## config.mk

```make
export PLATFORM = sky130hd
export DESIGN_NAME = sync_fifo_flags_flat
export DESIGN_NICKNAME = d
export VERILOG_FILES = /design/src/rtl/fifo_pkg.sv /design/src/rtl/sync_fifo_flags_if.sv /design/src/rtl/fifo_ram.sv /design/src/rtl/sync_fifo_flags.sv /design/src/flat_wrapper.sv
export SDC_FILE = /design/constraint.sdc
export NUM_CORES = 1
export LEC_CHECK = 0
export CORE_MARGIN = 2
export CORE_UTILIZATION = 40
export CTS_BUF_LIST = sky130_fd_sc_hd__clkbuf_4
export DETAILED_ROUTE_END_ITERATION = 10
export PLACE_DENSITY = 0.62
export SYNTH_ARGS = -nofsm -noshare
export SYNTH_HDL_FRONTEND = slang
export SYNTH_SLANG_ARGS = --single-unit
```

## constraint.sdc

```tcl
create_clock -name clk -period 2 [get_ports clk]
set_clock_uncertainty 0.15 [all_clocks]
set_input_delay 0.4 -clock clk [delete_from_list [all_inputs] [get_ports clk]]
set_output_delay 0.4 -clock clk [all_outputs]
set_load 0.02 [all_outputs]
```

## src/rtl/fifo_pkg.sv

```systemverilog
// Shared FIFO package: default sizing constants, the registered status-flag
// bundle, and the pointer-width helper used by the FIFO, its RAM and its bus.
package fifo_pkg;

    localparam int unsigned DEF_WIDTH     = 8;
    localparam int unsigned DEF_DEPTH     = 8;
    // almost_full defaults to DEPTH minus this margin
    localparam int unsigned DEF_AF_MARGIN = 2;
    localparam int unsigned DEF_AE_THRESH = 2;

    // Registered occupancy/threshold flags, updated together every cycle
    typedef struct packed {
        logic full;
        logic empty;
        logic almost_full;
        logic almost_empty;
    } fifo_flags_t;

    // Ceiling log2; constant-evaluable so it can size parameters and ports
    function automatic int unsigned clog2(input int unsigned n);
        int unsigned r;
        r = 0;
        while ((32'd1 << r) < n) begin
            r = r + 1;
        end
        return r;
    endfunction

endpackage

```

## src/rtl/sync_fifo_flags_if.sv

```systemverilog
// FIFO bus: write/read requests, data in/out, status flags and error pulses.
//   master : drives wr, rd, data_in; observes everything else
//   slave  : the FIFO; drives data_out, full, empty, almost_full,
//            almost_empty, count, overflow, underflow
interface sync_fifo_flags_if
    import fifo_pkg::*;
#(
    parameter int unsigned WIDTH = DEF_WIDTH,
    parameter int unsigned DEPTH = DEF_DEPTH
);
    localparam int unsigned CW = clog2(DEPTH) + 1;

    logic             wr;
    logic             rd;
    logic [WIDTH-1:0] data_in;
    logic [WIDTH-1:0] data_out;
    logic             full;
    logic             empty;
    logic             almost_full;
    logic             almost_empty;
    logic [CW-1:0]    count;
    logic             overflow;
    logic             underflow;

    modport master (
        output wr, rd, data_in,
        input  data_out, full, empty, almost_full, almost_empty,
               count, overflow, underflow
    );

    modport slave (
        input  wr, rd, data_in,
        output data_out, full, empty, almost_full, almost_empty,
               count, overflow, underflow
    );

endinterface

```

## src/rtl/fifo_ram.sv

```systemverilog
// Simple dual-port storage, WIDTH x DEPTH: synchronous write, asynchronous read.
//   clk   : write clock
//   we    : write enable
//   waddr : write address      wdata : write data
//   raddr : read address       rdata : read data (combinational)
module fifo_ram
    import fifo_pkg::*;
#(
    parameter int unsigned WIDTH = DEF_WIDTH,
    parameter int unsigned DEPTH = DEF_DEPTH,
    parameter int unsigned AW    = clog2(DEPTH)
)(
    input  logic             clk,
    input  logic             we,
    input  logic [AW-1:0]    waddr,
    input  logic [WIDTH-1:0] wdata,
    input  logic [AW-1:0]    raddr,
    output logic [WIDTH-1:0] rdata
);

    logic [WIDTH-1:0] mem [DEPTH];

    // Contents survive reset; the FIFO pointers decide what is valid
    always_ff @(posedge clk) begin
        if (we) begin
            mem[waddr] <= wdata;
        end
    end

    assign rdata = mem[raddr];

endmodule

```

## src/rtl/sync_fifo_flags.sv

```systemverilog
// Synchronous FIFO with registered full/empty/almost flags, occupancy count
// and one-cycle overflow/underflow pulses.
//   clk : clock, rising edge
//   rst : asynchronous, active-low reset
//   bus : sync_fifo_flags_if.slave (wr, rd, data_in, data_out, flags, count,
//         overflow, underflow)
// Build option SYNC_FIFO_FWFT_EN: first-word-fall-through (data_out shows the
// head entry combinationally); otherwise data_out is loaded on each accepted
// read with one cycle of latency.
module sync_fifo_flags
    import fifo_pkg::*;
#(
    parameter int unsigned WIDTH     = DEF_WIDTH,
    parameter int unsigned DEPTH     = DEF_DEPTH,
    parameter int unsigned AF_THRESH = DEPTH - DEF_AF_MARGIN,
    parameter int unsigned AE_THRESH = DEF_AE_THRESH
)(
    input logic              clk,
    input logic              rst,
    sync_fifo_flags_if.slave bus
);

    localparam int unsigned AW = clog2(DEPTH);
    localparam int unsigned CW = AW + 1;

    logic [CW-1:0]    wr_ptr_q, wr_ptr_d;
    logic [CW-1:0]    rd_ptr_q, rd_ptr_d;
    logic [CW-1:0]    count_q,  count_d;
    fifo_flags_t      flags_q,  flags_d;
    logic             overflow_q,  overflow_d;
    logic             underflow_q, underflow_d;
    logic             rd_acc, wr_acc;
    logic [WIDTH-1:0] ram_rdata;

    fifo_ram #(
        .WIDTH (WIDTH),
        .DEPTH (DEPTH),
        .AW    (AW)
    ) u_ram (
        .clk   (clk),
        .we    (wr_acc),
        .waddr (wr_ptr_q[AW-1:0]),
        .wdata (bus.data_in),
        .raddr (rd_ptr_q[AW-1:0]),
        .rdata (ram_rdata)
    );

    // Acceptance, next pointers/count and next flags; flags are computed from
    // next-state so the registered copies stay consistent with count.
    always_comb begin
        rd_acc = bus.rd & ~flags_q.empty;
        // A full FIFO still takes a write when a read frees a slot this cycle
        wr_acc = bus.wr & (~flags_q.full | rd_acc);

        wr_ptr_d = wr_acc ? wr_ptr_q + CW'(1) : wr_ptr_q;
        rd_ptr_d = rd_acc ? rd_ptr_q + CW'(1) : rd_ptr_q;
        count_d  = count_q + CW'(wr_acc) - CW'(rd_acc);

        flags_d.full         = (wr_ptr_d[AW] != rd_ptr_d[AW]) &&
                               (wr_ptr_d[AW-1:0] == rd_ptr_d[AW-1:0]);
        flags_d.empty        = (wr_ptr_d == rd_ptr_d);
        flags_d.almost_full  = (count_d >= CW'(AF_THRESH));
        flags_d.almost_empty = (count_d <= CW'(AE_THRESH));

        overflow_d  = bus.wr & flags_q.full & ~rd_acc;
        underflow_d = bus.rd & flags_q.empty;
    end

    // State register
    always_ff @(posedge clk or negedge rst) begin
        if (!rst) begin
            wr_ptr_q    <= '0;
            rd_ptr_q    <= '0;
            count_q     <= '0;
            flags_q     <= '{full: 1'b0, empty: 1'b1,
                             almost_full: 1'b0, almost_empty: 1'b1};
            overflow_q  <= 1'b0;
            underflow_q <= 1'b0;
        end else begin
            wr_ptr_q    <= wr_ptr_d;
            rd_ptr_q    <= rd_ptr_d;
            count_q     <= count_d;
            flags_q     <= flags_d;
            overflow_q  <= overflow_d;
            underflow_q <= underflow_d;
        end
    end

`ifdef SYNC_FIFO_FWFT_EN
    // Head entry falls through; content is meaningless while empty
    assign bus.data_out = ram_rdata;
`else
    logic [WIDTH-1:0] dout_q, dout_d;

    // Capture the head word on an accepted read, otherwise hold
    always_comb begin
        dout_d = dout_q;
        if (rd_acc) begin
            dout_d = ram_rdata;
        end
    end

    always_ff @(posedge clk or negedge rst) begin
        if (!rst) begin
            dout_q <= '0;
        end else begin
            dout_q <= dout_d;
        end
    end

    assign bus.data_out = dout_q;
`endif

    assign bus.full         = flags_q.full;
    assign bus.empty        = flags_q.empty;
    assign bus.almost_full  = flags_q.almost_full;
    assign bus.almost_empty = flags_q.almost_empty;
    assign bus.count        = count_q;
    assign bus.overflow     = overflow_q;
    assign bus.underflow    = underflow_q;

endmodule

```

## src/flat_wrapper.sv

```systemverilog
// flat-port wrapper written by rule: the top's interface ports become plain ports
module sync_fifo_flags_flat import fifo_pkg::*;
#(
    parameter int unsigned WIDTH     = DEF_WIDTH,
    parameter int unsigned DEPTH     = DEF_DEPTH,
    parameter int unsigned AF_THRESH = DEPTH - DEF_AF_MARGIN,
    parameter int unsigned AE_THRESH = DEF_AE_THRESH
)
  (clk, rst, bus_wr, bus_rd, bus_data_in, bus_data_out, bus_full, bus_empty, bus_almost_full, bus_almost_empty, bus_count, bus_overflow, bus_underflow);
  sync_fifo_flags_if #(.WIDTH(WIDTH), .DEPTH(DEPTH)) bus_i ();
  input logic clk;
  input logic rst;
  input wire logic [$bits(bus_i.wr)-1:0] bus_wr;
  input wire logic [$bits(bus_i.rd)-1:0] bus_rd;
  input wire logic [$bits(bus_i.data_in)-1:0] bus_data_in;
  output wire logic [$bits(bus_i.data_out)-1:0] bus_data_out;
  output wire logic [$bits(bus_i.full)-1:0] bus_full;
  output wire logic [$bits(bus_i.empty)-1:0] bus_empty;
  output wire logic [$bits(bus_i.almost_full)-1:0] bus_almost_full;
  output wire logic [$bits(bus_i.almost_empty)-1:0] bus_almost_empty;
  output wire logic [$bits(bus_i.count)-1:0] bus_count;
  output wire logic [$bits(bus_i.overflow)-1:0] bus_overflow;
  output wire logic [$bits(bus_i.underflow)-1:0] bus_underflow;
  assign bus_i.wr = bus_wr;
  assign bus_i.rd = bus_rd;
  assign bus_i.data_in = bus_data_in;
  assign bus_data_out = bus_i.data_out;
  assign bus_full = bus_i.full;
  assign bus_empty = bus_i.empty;
  assign bus_almost_full = bus_i.almost_full;
  assign bus_almost_empty = bus_i.almost_empty;
  assign bus_count = bus_i.count;
  assign bus_overflow = bus_i.overflow;
  assign bus_underflow = bus_i.underflow;
  sync_fifo_flags #(.WIDTH(WIDTH), .DEPTH(DEPTH), .AF_THRESH(AF_THRESH), .AE_THRESH(AE_THRESH)) u_core (.clk(clk), .rst(rst), .bus(bus_i));
endmodule
```

Word-level counts from Yosys, hierarchy flattened
Memory sizes are Yosys's and may differ from the RTL's. A register that Yosys moved wholly into a read port is not among the register bits.
Index checks and enable logic that the tools add are counted.
{"block": "word_totals", "ram_bits": 64, "output_inout_bits": 18, "latch_bits": 0, "in_bits": 12, "ff_bits": 18, "elab_cells": 34, "mem_count": 1, "rom_bits": 0}
{"block": "op_classes", "magnitude_cmp": 2, "mul": 0, "n_mux": 4, "n_reduce_logical": 2, "n_shift": 0, "div": 0, "n_addsub": 4, "bitwise": 9, "eq_ne": 3}
{"memory": "u_core.u_ram.mem", "depth": 8, "word_bits": 8, "rd": 1, "rd_ports_with_merged_regs": 1, "write_ports": 1, "line": "fifo_ram.sv:21", "rtl": "logic [WIDTH-1:0] mem [DEPTH];"}
{"cell": "4-bit by 1-bit adder with 4-bit output, second input constant", "n": 2}
{"cell": "4-bit 2-to-1 mux", "n": 2}
{"cell": "1-bit AND", "n": 5}
{"cell": "4-bit by 1-bit adder with 4-bit output", "n": 1}
{"cell": "4-bit == test", "n": 1}
{"cell": "4-bit by 3-bit >= comparator with 1-bit output, second input constant", "n": 1}
{"cell": "4-bit by 2-bit less-or-equal comparator with 1-bit output, second input constant", "n": 1}
{"cell": "4-bit by 1-bit subtractor with 4-bit output", "n": 1}
{"cell": "3-bit == test", "n": 1}
{"cell": "1-bit NOT", "n": 3}
{"cell": "1-bit 2-to-1 mux", "n": 2}
{"cell": "1-bit logical AND", "n": 1}
{"cell": "1-bit zero test", "n": 1}
{"cell": "1-bit != test", "n": 1}
{"cell": "1-bit bitwise OR", "n": 1}

Depth between registers and ports, before layout
{"block": "depth", "ltp_word": 7, "depth_mapped": 10, "ltp_nobuf": 9}

Modules after synthesis
Synthesis repeated with hierarchy kept, for this count alone.
{"block": "unflattened", "cells_unflattened": 216, "area_unflattened_um2": 3739.8}
{"mod": "fifo_ram", "area_each_um2": 2531.2, "instances": 1, "cells_per_inst": 106, "seq_area_each_um2": 1921.8}
{"mod": "sync_fifo_flags", "area_each_um2": 1208.7, "instances": 1, "cells_per_inst": 110, "seq_area_each_um2": 653.1}

Worst setup path after synthesis
No wires, ideal clock.
{"block": "synth_path", "path_kind": "reg2reg", "from": "reg u_core.flags_q (netlist bit u_core.bus.empty)", "to": "reg u_core.flags_q (netlist bit u_core.bus.almost_empty)", "t_required_ps": 1761, "period_less_slack_ps": 2323, "arrival_ps": 2084, "path_stages_with_launch": 11, "setup_time_ps": 89, "path_slack_ps": -323, "n_path_buf": 1, "path_cell_list": "dfstp_2 nand2b_1 buf_4 inv_2 ha_1 inv_1 ha_1 inv_1 fa_1 xnor2_1 a211oi_1"}
{"element": "start: declaration", "line": "sync_fifo_flags.sv:29", "rtl": "fifo_flags_t flags_q, flags_d;"}
{"element": "start signal: assignment", "line": "sync_fifo_flags.sv:75", "rtl": "flags_q <= '{full: 1'b0, empty: 1'b1,"}
{"element": "start signal: assignment", "line": "sync_fifo_flags.sv:83", "rtl": "flags_q <= flags_d;"}

==> flow_metrics.tcl <==
set metrics [dict create \
    synth_nets 228 \
    rsz0062_at_grt "true" \
    gr-total-overflow 0 \
    layout.cells.non_filler 387 \
    antenna_found_initial 0 \
    die_area_um2 9870 \
    tns_ps -219 \
    root_buffer "clkbuf_4" \
    min_period_ps 2110 \
    cts_tree "yes" \
    rows 34 \
    syn_inst 209 \
    nets 293 \
    violations "negative setup slack" \
    reg2reg_from "u_core.bus.empty" \
    clock_tree.buffer_depth 2 \
    ir_drop_mv 0.548 \
    initial_core_util_pct 41.5 \
    yosysTopAreaCellShare_pct 52.8 \
    finalWirelength_um 6470 \
    path_class "reg -> reg" \
    finalHoldViolations 0 \
    synthFlopType "edfxtp_1" \
    grt_pass1_vias 1912 \
    cp-start-kind "flop" \
    wl_per_cell_um 16.7 \
    finalPower_mw 6.65 \
    async_flop_share_pct 28.9 \
    setup_ws_ps -115 \
    utilization_pct 52.3 \
    rr_endpoint "u_core.bus.almost_full" \
    yosys.cell_types.count 33 \
    synth-edff-count 64 \
    post-place-ws_ps -462 \
    synth_area_leaders "edfxtp_1 (53%), dfrtp_1 (17%), mux4_2 (9.9%), xnor2_1 (2.9%), mux2i_1 (2.5%)" \
    insertion_delay_ps 430 \
    num_vias 1912 \
    hpwl_um 4450 \
    grt_pass1_wl_um 10400 \
    cts_max_level 3 \
    port_buffers 29 \
    cp_max_fo 3 \
    clock-sinks 90 \
    dp_cells 368 \
    drv_slew 0 \
    antennaDiodeCount 0 \
    areaGrowthSynthToFinish_pct 25.9 \
    drive_gt1_share_pct 31.9 \
    r2r_cells 9 \
    fmax_mhz 473 \
    hold_path.class "in -> async" \
    maxSlewHeadroom_pct 72.3 \
    routed_via_density 4.94 \
    critPathRequiredTime_ps 2190 \
    ant_nets 0 \
    coreArea_um2 8760 \
    fin_crit_sh_pct 106 \
    avgSynthCellArea_um2 17.4 \
    tightest_slew_ps 415 \
    grt_usage_pct 14.2 \
    power-per-cell-area_nw_per_um2 1450 \
    ys_ff_latch 90 \
    finalSetupViolations 2 \
    ctsHoldBuffers 0 \
    outcome "finished with violations" \
    synth_area_um2 3640 \
    p_leak_nw 1.82 \
    ys_warn_count 0 \
    clkTransAtPathRegs_ps 140 \
    die_y_um 99.4 \
    cp.arrival_ps 2300 \
    pin_count 30 \
    first_iter_violations 61 \
    drc 0 \
    cts_buffers 9 \
    ys_seq_area_share_pct 70.8 \
    dr.pass1.iters 4 \
    grt_start_max_net_pins 27 \
    yosysTopAreaCell "edfxtp_1" \
    end_kind "flop" \
    dieWidth_um 99.4 \
    maxCapViolCount 0 \
    gp_congestion 0.726 \
    rrSetupSlack_ps -110 \
]
how the worst max path moves through the flow:
stage / start / end / depth (start not counted)
floorplan: u_core.bus.empty / u_core.bus.almost_full / 10
global placement: bus_rd / u_core.bus.almost_full / 10
detailed placement: bus_rd / u_core.bus.almost_full / 10
CTS: u_core.bus.empty / u_core.bus.almost_empty / 9
global route: u_core.bus.empty / u_core.bus.almost_empty / 9
finish: u_core.bus.empty / u_core.bus.almost_full / 9
placed cells by master, fill, tap and decap left out, types with 3 or more instances in the layout:
cell type        synthesis  routed
nand2_1                 14      14
ha_1                     6       4
inv_6                    0       3
mux4_2                  16      16
buf_12                   0       4
buf_4                    3      31
mux2i_1                  9       9
inv_2                    1       3
dfrtp_1                 24      24
dlymetal6s2s_1           0       8
nand2b_1                 4       3
xnor2_1                 12      10
o21ai_0                  8       8
clkbuf_4                 0       9
clkdlybuf4s50_1          0      14
inv_1                    9       6
edfxtp_1                64      64
xor2_1                   4       3
nor2_1                   3       3
dlygate4sd2_1            0       6
nor3_1                   4       3
routing by layer:
metal	vias up	routed length, um	track usage (%)
li1	907	-	-
met1	958	2950	18.9
met2	36	3130	22.7
met3	11	292	4.43
met4	0	97	4.11
met5	-	0	0
power breakdown:
part | internal, mW | switching, mW
Clock | 0.518 | 0.626
Combinational | 1.47 | 1.32
Sequential | 2.45 | 0.268
worst max-delay path, cell delays in order, from the launching register on:
cell      delay (ps)
dfstp_2          560
nand2b_4         140
inv_4             40
ha_4             200
inv_2             50
ha_4             120
inv_2             30
fa_2             520
inv_2             50
a21o_1           160
area by class of cell:
cell class / count / area [um^2]
clock buffers: 9 / 67.6
clock inverters: 7 / 98.8
fillers: 746 / 4180
inverters: 11 / 46.3
multi-input cells: 98 / 1040
flip-flops and latches: 90 / 2570
well taps: 108 / 135
repair buffers: 64 / 616
through the flow:
stage	hold slack, ps	cell area [um^2]
3_5_place_dp	323	4360
6_report	162	4580
3_3_place_gp	317	4360
5_1_grt	164	4580
2_1_floorplan	-45.6	3710
4_1_cts	164	4540
logic make-up after synthesis:
| logic type | count (synthesis) | share of synthesized area, % |
|---|---|---|
| adders and majority gates | 7 | 2.61 |
| buffers and inverters | 21 | 2.68 |
| DFF | 90 | 70.8 |
| and+or+nand+nor | 35 | 5.13 |
| muxes | 26 | 12.8 |
| AOI/OAI and AO/OA | 14 | 2.13 |
| xor gates and xnor gates | 16 | 3.85 |
state kept, by name (all words and copies together), names as in the netlist:
name / count
u_core.u_ram.mem: 64
u_core.bus.data_out: 8
u_core.bus.count: 4
u_core.rd_ptr_q: 4
u_core.wr_ptr_q: 4
u_core.bus.almost_empty: 1
u_core.bus.almost_full: 1
u_core.bus.empty: 1
u_core.bus.full: 1
u_core.bus.overflow: 1
u_core.bus.underflow: 1
timing repair:
| item | CTS | global route |
|---|---|---|
| resized for setup | 8 | 12 |
| buffers inserted | 2 | 1 |
| cloned | 0 | 0 |
| setup endpoints to repair | 9 | 14 |
| pin swaps | 0 | 5 |
Yosys cell counts (2+ instances only):
library cell	instances
mux2i_1	9
xnor2_1	12
nor3_1	4
nand2b_1	4
a21oi_1	3
nand2_1	14
dfrtp_1	24
xor2_1	4
inv_1	9
buf_4	3
a21o_1	2
ha_1	6
nand4_1	2
nor2_1	3
o21ai_0	8
edfxtp_1	64
buf_2	4
clkbuf_1	3
dfstp_2	2
mux4_2	16
Power figures use the tool's default switching activity.
